--- src/rtl/pc_wala_mux_pkg.sv ---
// Shared core package: address type and the saturating-increment helper.
package pc_wala_mux_pkg;

   localparam int unsigned XLEN = 32;

   typedef logic [XLEN-1:0] addr_t;

   // Increment that holds at max_val instead of wrapping.
   function automatic addr_t sat_inc(input addr_t count, input addr_t max_val);
      return (count == max_val) ? count : count + XLEN'(1);
   endfunction

endpackage

--- src/rtl/pc_wala_mux_sat_counter.sv ---
// Enable-gated counter that sticks at all-ones; async active-low clear.
module pc_wala_mux_sat_counter
   import pc_wala_mux_pkg::*;
#(
   parameter int unsigned CNT_W = 16
) (
   input  logic             clk,
   input  logic             rst_n,
   input  logic             i_en,
   output logic [CNT_W-1:0] o_cnt
);

   localparam addr_t CNT_MAX = XLEN'((64'(1) << CNT_W) - 64'(1));

   logic [CNT_W-1:0] r_cnt;
   logic [CNT_W-1:0] w_next;

   assign w_next = CNT_W'(sat_inc(XLEN'(r_cnt), CNT_MAX));

   always_ff @(posedge clk or negedge rst_n) begin
      if (!rst_n) begin
         r_cnt <= '0;
      end else if (i_en) begin
         r_cnt <= w_next;
      end
   end

   assign o_cnt = r_cnt;

endmodule

--- src/rtl/pc_wala_mux.sv ---
// Next-PC select (branch target when branch & zero_flag, else PC+4) with
// registered branch/taken statistics for debug readout.
module pc_wala_mux
   import pc_wala_mux_pkg::*;
#(
   parameter int unsigned WIDTH = XLEN,
   parameter int unsigned CNT_W = 16
) (
   input  logic             clk,
   input  logic             rst_n,
   input  logic [WIDTH-1:0] addr,
   input  logic [WIDTH-1:0] sum,
   input  logic             branch,
   input  logic             zero_flag,
   output logic [WIDTH-1:0] res,
   output logic             taken,
   output logic             taken_q,
   output logic [CNT_W-1:0] branch_cnt,
   output logic [CNT_W-1:0] taken_cnt
);

   logic w_taken;
   logic r_taken_q;

   // Mux path is purely combinational and never sees reset.
   assign w_taken = branch & zero_flag;
   assign taken   = w_taken;
   assign res     = w_taken ? sum : addr;

   always_ff @(posedge clk or negedge rst_n) begin
      if (!rst_n) begin
         r_taken_q <= 1'b0;
      end else begin
         r_taken_q <= w_taken;
      end
   end

   assign taken_q = r_taken_q;

   pc_wala_mux_sat_counter #(.CNT_W(CNT_W)) u_branch_cnt (
      .clk   (clk),
      .rst_n (rst_n),
      .i_en  (branch),
      .o_cnt (branch_cnt)
   );

   pc_wala_mux_sat_counter #(.CNT_W(CNT_W)) u_taken_cnt (
      .clk   (clk),
      .rst_n (rst_n),
      .i_en  (w_taken),
      .o_cnt (taken_cnt)
   );

endmodule

--- config.mk ---
export PLATFORM = sky130hd
export DESIGN_NAME = pc_wala_mux
export DESIGN_NICKNAME = d
export VERILOG_FILES = /design/src/rtl/pc_wala_mux_pkg.sv /design/src/rtl/pc_wala_mux_sat_counter.sv /design/src/rtl/pc_wala_mux.sv
export SDC_FILE = /design/constraint.sdc
export NUM_CORES = 1
export LEC_CHECK = 0
export ABC_AREA = 1
export BUFFER_PORTS_ARGS = -buffer_cell sky130_fd_sc_hd__buf_2
export CAP_MARGIN = 10
export CORE_MARGIN = 4
export CORE_UTILIZATION = 30
export CTS_BUF_LIST = sky130_fd_sc_hd__clkbuf_16
export DETAILED_ROUTE_END_ITERATION = 16
export PLACE_DENSITY_LB_ADDON = 0.08
export SYNTH_ARGS = -nofsm -noshare
export SYNTH_HDL_FRONTEND = slang
export SYNTH_SLANG_ARGS = --single-unit
--- constraint.sdc ---
create_clock -name clk -period 2 [get_ports clk]
set_clock_uncertainty 0.2 [all_clocks]
set_input_delay 0.1 -clock clk [delete_from_list [all_inputs] [get_ports clk]]
set_output_delay 0.1 -clock clk [all_outputs]
set_load 0.02 [all_outputs]
==> summary.md, run 1 <==
| Metric | Value |
|---|---|
| Worst slew pin tran | `0.785 ns` |
| Largest net degree at the start of global routing | `36` |
| Routed WL | `7740 µm` |
| CP Launch Type | `flip-flop` |
| Final HPWL from detailed placement | `6270 µm` |
| Area growth syn-to-layout | `39.8%` |
| Clock-pin slew on the worst setup and hold paths | `0.05 ns` |
| Share of cells above drive strength 1 | `30.7%` |
| CTS Buf Count | `5` |
| Antenna-violating nets left | `0` |
| Ports | `134` |
| Port bufs | `133` |
| Outcome | `complete, no violations` |
| Worst Path Buf+Inv | `3` |
| Initial core utilization | `31.1%` |
| Synth top area share | `34.2%` |
| Top cell by count, worst path | `nand2_1` |
| Final core utilization | `43.5%` |
| Power Internal | `1.55 mW` |
| Number of cell rows | `32` |
| Final Hold Fails | `0` |
| Critical Path Fanout Max | `8` |
| Routed wire per std cell | `12.1 µm` |
| Placed Instance Area | `3230 µm²` |
| Seq pwr share | `37.1%` |
| Worst endpoint required time | `1.97 ns` |
| First-pass GRT wire length | `12400 µm` |
| Die width | `97.7 µm` |
| Seq cells post-synth | `33` |
| Max-slew headroom | `47.7%` |
| Hold Path Class | `input pin to flip-flop` |
| Mapped Area | `2410 µm²` |
| CP Cell Sequence | `ha_2 > inv_1 > nor2_1 > nand4_1 > buf_4 > nand2_1 > nand2_1 > nand2_1 > inv_1` |
| Worst skew pair latency | `0.27 ns` |
| Via density | `4.48` |
| Antenna violations before repair | `0` |
| GRT Total Usage | `15.7%` |
| Hold Worst Slack | `0.0756 ns` |
| Vias in the first global route | `2642` |
| Mapped Cells | `397` |
| Die footprint | `9550 µm²` |
| Fin. max-slew vios | `0` |
| Synth top area cells | `dfrtp_1, nand2_1, inv_1` |
| Switching power | `0.984 mW` |
| Setup Buffers After CTS | `0` |
| Total placed cells including tap cells | `632` |
| Syn_nets | `467` |
| Max-cap viol count | `0` |
| Leak Pwr | `1.90 nW` |
| Fin cells | `640` |
| VDD IR max | `0.000315 V` |
| RSZ-0062 raised after global routing | `no` |
| Setup Viol. Count Final | `0` |
| Synth cell types | `22` |
| Root Driver | `clkbuf_16` |
| CORE AREA | `7770 µm²` |
| Crit path kind | `flip-flop to flip-flop` |
| Htree depth | `2` |
| Sequential area share after synthesis | `34.2%` |
| Critical-path top delay cell | `dfrtp_1` |
| Worst path top cell family by delay | `simple AND/OR/NAND/NOR gates` |
| Comb pwr share | `34.5%` |
| GRT overflow | `0` |
| Switching Share | `38.9%` |
| Fmax | `546 MHz` |
| Number of diodes | `0` |
| DR vias | `2865` |
| DR iter-0 viols | `102` |
| Min cycle time layout | `1.83 ns` |
| Final Cycle Share | `91.6%` |
| Crit-path max cell delay | `0.41 ns` |
| Commonest cells after routing, fill and taps aside | `nand2_1, buf_2, inv_1` |
| Syn avg cell area | `6.08 µm²` |
| CTS Buffer Depth | `2` |
| First-pass DRT Iterations | `4` |
| Die Ht | `97.7 µm` |
| NumNets Final | `608` |
| Synth warn | `0` |
| Power per Cell Area | `751 nW/µm²` |
| Most common cell after layout, fill and taps aside | `nand2_1` |
| Leading area contributor after synthesis | `dfrtp_1` |
| Total negative slack | `0 ns` |
| Worst Path Arrival | `1.80 ns` |
| CTS tree | `built` |
| DRC viols | `0` |
| Clock Power Share | `28.4%` |
| Clock Sinks | `33` |
| Routability congestion estimate from global placement | `0.867` |
| Post-route cell area | `3380 µm²` |
| Worst Setup End Kind | `flip-flop` |
power groups by stage:
stage	Combinational, mW	Clock (mW)	Sequential [mW]
CTS	0.889	0.740	0.941
detailed placement	0.882	0	0.951
global placement	0.882	0	0.947
finish	0.874	0.719	0.940
floorplan	0.411	0	1.06
global route	0.970	0.765	0.967
cells in the mapped netlist:
cell and number:
nor2_4 2, inv_1 35, nand3_1 21, o21ai_1 3
nor2_1 32, inv_2 1, xnor2_1 3, o21ai_0 10
clkbuf_1 3, dfrtp_1 33, nand3b_1 7, o21ai_2 6
nand2_2 4, xor2_1 2, ha_1 2, buf_2 4
nand4_1 10, buf_6 1, nor3_1 2, o21bai_1 1
nor2_2 5, nand2_1 210
state kept, by name (all words and copies together) (netlist names):
| register | flops |
|---|---|
| u_branch_cnt.o_cnt | 16 |
| u_taken_cnt.o_cnt | 16 |
| taken_q | 1 |
logic make-up after synthesis:
group                      Yosys count  share of synthesized area, %
and+or+nand+nor                    293                          50.4
buffers and inverters               44                          7.36
DFF                                 33                          34.2
AOI/OAI and AO/OA                   20                          5.18
xor gates and xnor gates             5                          1.81
adders and majority gates            2                          1.04
metal layers:
metal  global-route usage, %  vias up  share of wire (%)
li1                        -     1505                  -
met1                    20.2     1258                 44
met2                    26.4       98                 48
met3                    4.09        4                7.0
met4                    3.83        0               0.93
met5                       0        -                  0
tightest hold or removal path, cell delays in order:
cell,delay (ns)
buf_2,0.13
nand2_1,0.17
o21ai_0,0.09
cell type report:
type                    count  area [µm²]
multi-input cells         320        1420
fillers                   849        4390
inverters                  36         135
clock buffers               5         125
flip-flops and latches     33         826
well taps                 102         128
repair buffers            142         736
clock inverters             2        7.51
metrics by stage:
step | setup slack (ns) | total power [mW]
5_1_grt | 0.0293 | 2.70
2_1_floorplan | 0.181 | 1.47
3_3_place_gp | 0.145 | 1.83
3_5_place_dp | 0.108 | 1.83
4_1_cts | 0.0953 | 2.57
6_report | 0.169 | 2.53
final timing paths:
kind / startpoint / endpoint / slack, ns / depth (start not counted)
worst max-delay path: u_branch_cnt.o_cnt[1] / u_branch_cnt.o_cnt[15] / 0.17 / 9
worst min-delay path: branch / u_branch_cnt.o_cnt[2] / 0.08 / 3
worst max register to register: u_branch_cnt.o_cnt[1] / u_branch_cnt.o_cnt[15] / 0.17 / 9
worst min register to register: u_taken_cnt.o_cnt[15] / u_taken_cnt.o_cnt[15] / 0.31 / 2
max in group asynchronous: rst_n / u_taken_cnt.o_cnt[9] / 0.86 / 2
min in group asynchronous: rst_n / u_branch_cnt.o_cnt[8] / 0.25 / 2
timing repair:
item                       in CTS  in global routing
resized for setup               0                  2
hold buffers                    1                  0
hold endpoints to repair       33                  0
setup endpoints to repair       0                  8
(Power assumes the default switching activity.)
==> inputs of run 2 (changes only) <==
==> constraint.sdc (replaced) <==
create_clock -name clk -period 2 [get_ports clk]
set_clock_uncertainty 0.2 [all_clocks]
set_input_delay 0.2 -clock clk [delete_from_list [all_inputs] [get_ports clk]]
set_output_delay 0.2 -clock clk [all_outputs]
set_load 0.02 [all_outputs]
==> run 2 against run 1 <==
Cell count up 0.47%. Flip-flop and latch count unchanged. Sequential share of layout area shrank 0.16 points. Utilization rose by 0.29 points. Critical endpoint unchanged. Highest routed layer unchanged.
==> summary.md, run 2 (synthesis gave the netlist of run 1 again) <==
| Metric | Value |
|---|---|
| Outcome | `complete, no violations` |
| Busiest grt layer | `met2` |
| Crit-path max cell delay | `0.41 ns` |
| CTS Buffer Depth | `2` |
| VDD IR max | `0.000288 V` |
| Die Ht | `97.7 µm` |
| Most common cell after layout, fill and taps aside | `nand2_1` |
| CTS Buf Count | `5` |
| Area growth syn-to-layout | `40.7%` |
| NumNets Final | `611` |
| Vias in the first global route | `2676` |
| Min cycle time layout | `1.85 ns` |
| First-pass DRT Iterations | `4` |
| Clock-pin slew on the worst setup and hold paths | `0.05 ns` |
| CORE AREA | `7770 µm²` |
| Antenna violations before repair | `0` |
| Total placed cells including tap cells | `635` |
| Final Hold Fails | `0` |
| GRT overflow | `0` |
| M1 GR Usage | `19.9%` |
| Ports | `134` |
| Root Driver | `clkbuf_16` |
| Largest net degree at the start of global routing | `35` |
| CP Launch Type | `flip-flop` |
| Fin. max-slew vios | `0` |
| Via density | `4.45` |
| Crit path kind | `flip-flop to flip-flop` |
| GRT Total Usage | `15.7%` |
| Worst Setup End Kind | `flip-flop` |
| Max-slew headroom | `71.3%` |
| CTS tree | `built` |
| Setup Buffers After CTS | `0` |
| Number of cell rows | `32` |
| Dpl ws | `0.105 ns` |
| Fmax | `541 MHz` |
| Clock Sinks | `33` |
| Worst Path Arrival | `1.82 ns` |
| Met2 GRT Util | `26.6%` |
| Fill count | `847` |
| Number of diodes | `0` |
| Final setup margin | `0.152 ns` |
| Htree depth | `2` |
| Total negative slack | `0 ns` |
| Initial core utilization | `31.1%` |
| Routed wire per std cell | `12.0 µm` |
| Hold Worst Slack | `0.164 ns` |
| Worst endpoint required time | `1.97 ns` |
| Die footprint | `9550 µm²` |
| Top cell by count, worst path | `nand2_1` |
| Critical Path Fanout Max | `8` |
| Routability congestion estimate from global placement | `0.857` |
| Routed WL | `7740 µm` |
| Fin cells | `643` |
| Port bufs | `133` |
| Worst slew pin tran | `0.427 ns` |
| Die width | `97.7 µm` |
| Worst skew pair latency | `0.27 ns` |
| GR Util met3 | `3.66%` |
| Antenna-violating nets left | `0` |
| Power per Cell Area | `753 nW/µm²` |
| Commonest cells after routing, fill and taps aside | `nand2_1, buf_2, inv_1` |
| First-pass GRT wire length | `12400 µm` |
| Tot Pwr | `2.56 mW` |
| Share of cells above drive strength 1 | `31.1%` |
| DR iter-0 viols | `56` |
| DR vias | `2861` |
| RSZ-0062 raised after global routing | `no` |
| Setup Viol. Count Final | `0` |
| Hold Path Class | `input pin to flip-flop` |
| DRC viols | `0` |
| Max-cap viol count | `0` |
| Final HPWL from detailed placement | `6260 µm` |
| Final Cycle Share | `92.4%` |
| CP Cell Sequence | `ha_2 > inv_1 > nor2_1 > nand4_1 > buf_4 > nand2_1 > nand2_1 > nand2_1 > inv_1` |
| Critical-path top delay cell | `dfrtp_1` |
| Leak Pwr | `1.92 nW` |
[run 2: area by class of cell]
type / count / area [µm²] / area share [%]
Clock buffer: 5 / 125 / 3.68
Sequential cell: 33 / 826 / 24.3
Clock inverter: 2 / 7.51 / 0.221
Multi-Input combinational cell: 320 / 1420 / 41.8
Inverter: 36 / 135 / 3.98
Timing Repair Buffer: 145 / 758 / 22.3
Tap cell: 102 / 128 / 3.76
[run 2: report_power, final]
group / total, mW / internal (mW) / leakage [nW] / switching, mW
Sequential: 0.930 / 0.776 / 0.429 / 0.154
Clock: 0.722 / 0.445 / 0.0685 / 0.276
Combinational: 0.909 / 0.343 / 1.42 / 0.566
[run 2: path summary, 6_finish.rpt]
kind	startpoint	endpoint	slack, ns	depth (start not counted)
hold reg to reg	u_taken_cnt.o_cnt[15]	u_taken_cnt.o_cnt[15]	0.32	2
max in group asynchronous	rst_n	u_taken_cnt.o_cnt[5]	1.01	3
setup reg to reg	u_branch_cnt.o_cnt[1]	u_branch_cnt.o_cnt[15]	0.15	9
hold / removal	branch	u_branch_cnt.o_cnt[2]	0.16	3
min in group asynchronous	rst_n	u_branch_cnt.o_cnt[8]	0.28	3
setup / recovery	u_branch_cnt.o_cnt[1]	u_branch_cnt.o_cnt[15]	0.15	9
[run 2: per-stage QoR]
stage | util, % | cell area (µm²)
after global routing | 43.8 | 3400
after global placement | 41.8 | 3250
after floorplan | - | 2410
final | 43.8 | 3400
after detailed placement | 41.8 | 3250
after CTS | 43.7 | 3390
[run 2: repair_timing]
action	4_1_cts	5_1_grt
setup endpoints to repair	0	8
hold endpoints to repair	33	0
hold buffers	1	0
gates resized for setup	0	2
[run 2: per-layer routing]
layer  vias to the layer above  part of all wire (%)
li1                       1515                     -
met1                      1248                    44
met2                        94                    48
met3                         4                   6.9
met4                         0                  0.98
met5                         -                     0
[run 2: worst max-delay path: cells and delay by family (launching register included)]
kind	cells	cell delay [ns]
and+or+nand+nor	5	0.54
buffers and inverters	3	0.32
DFF	1	0.41
adders and majority gates	1	0.26
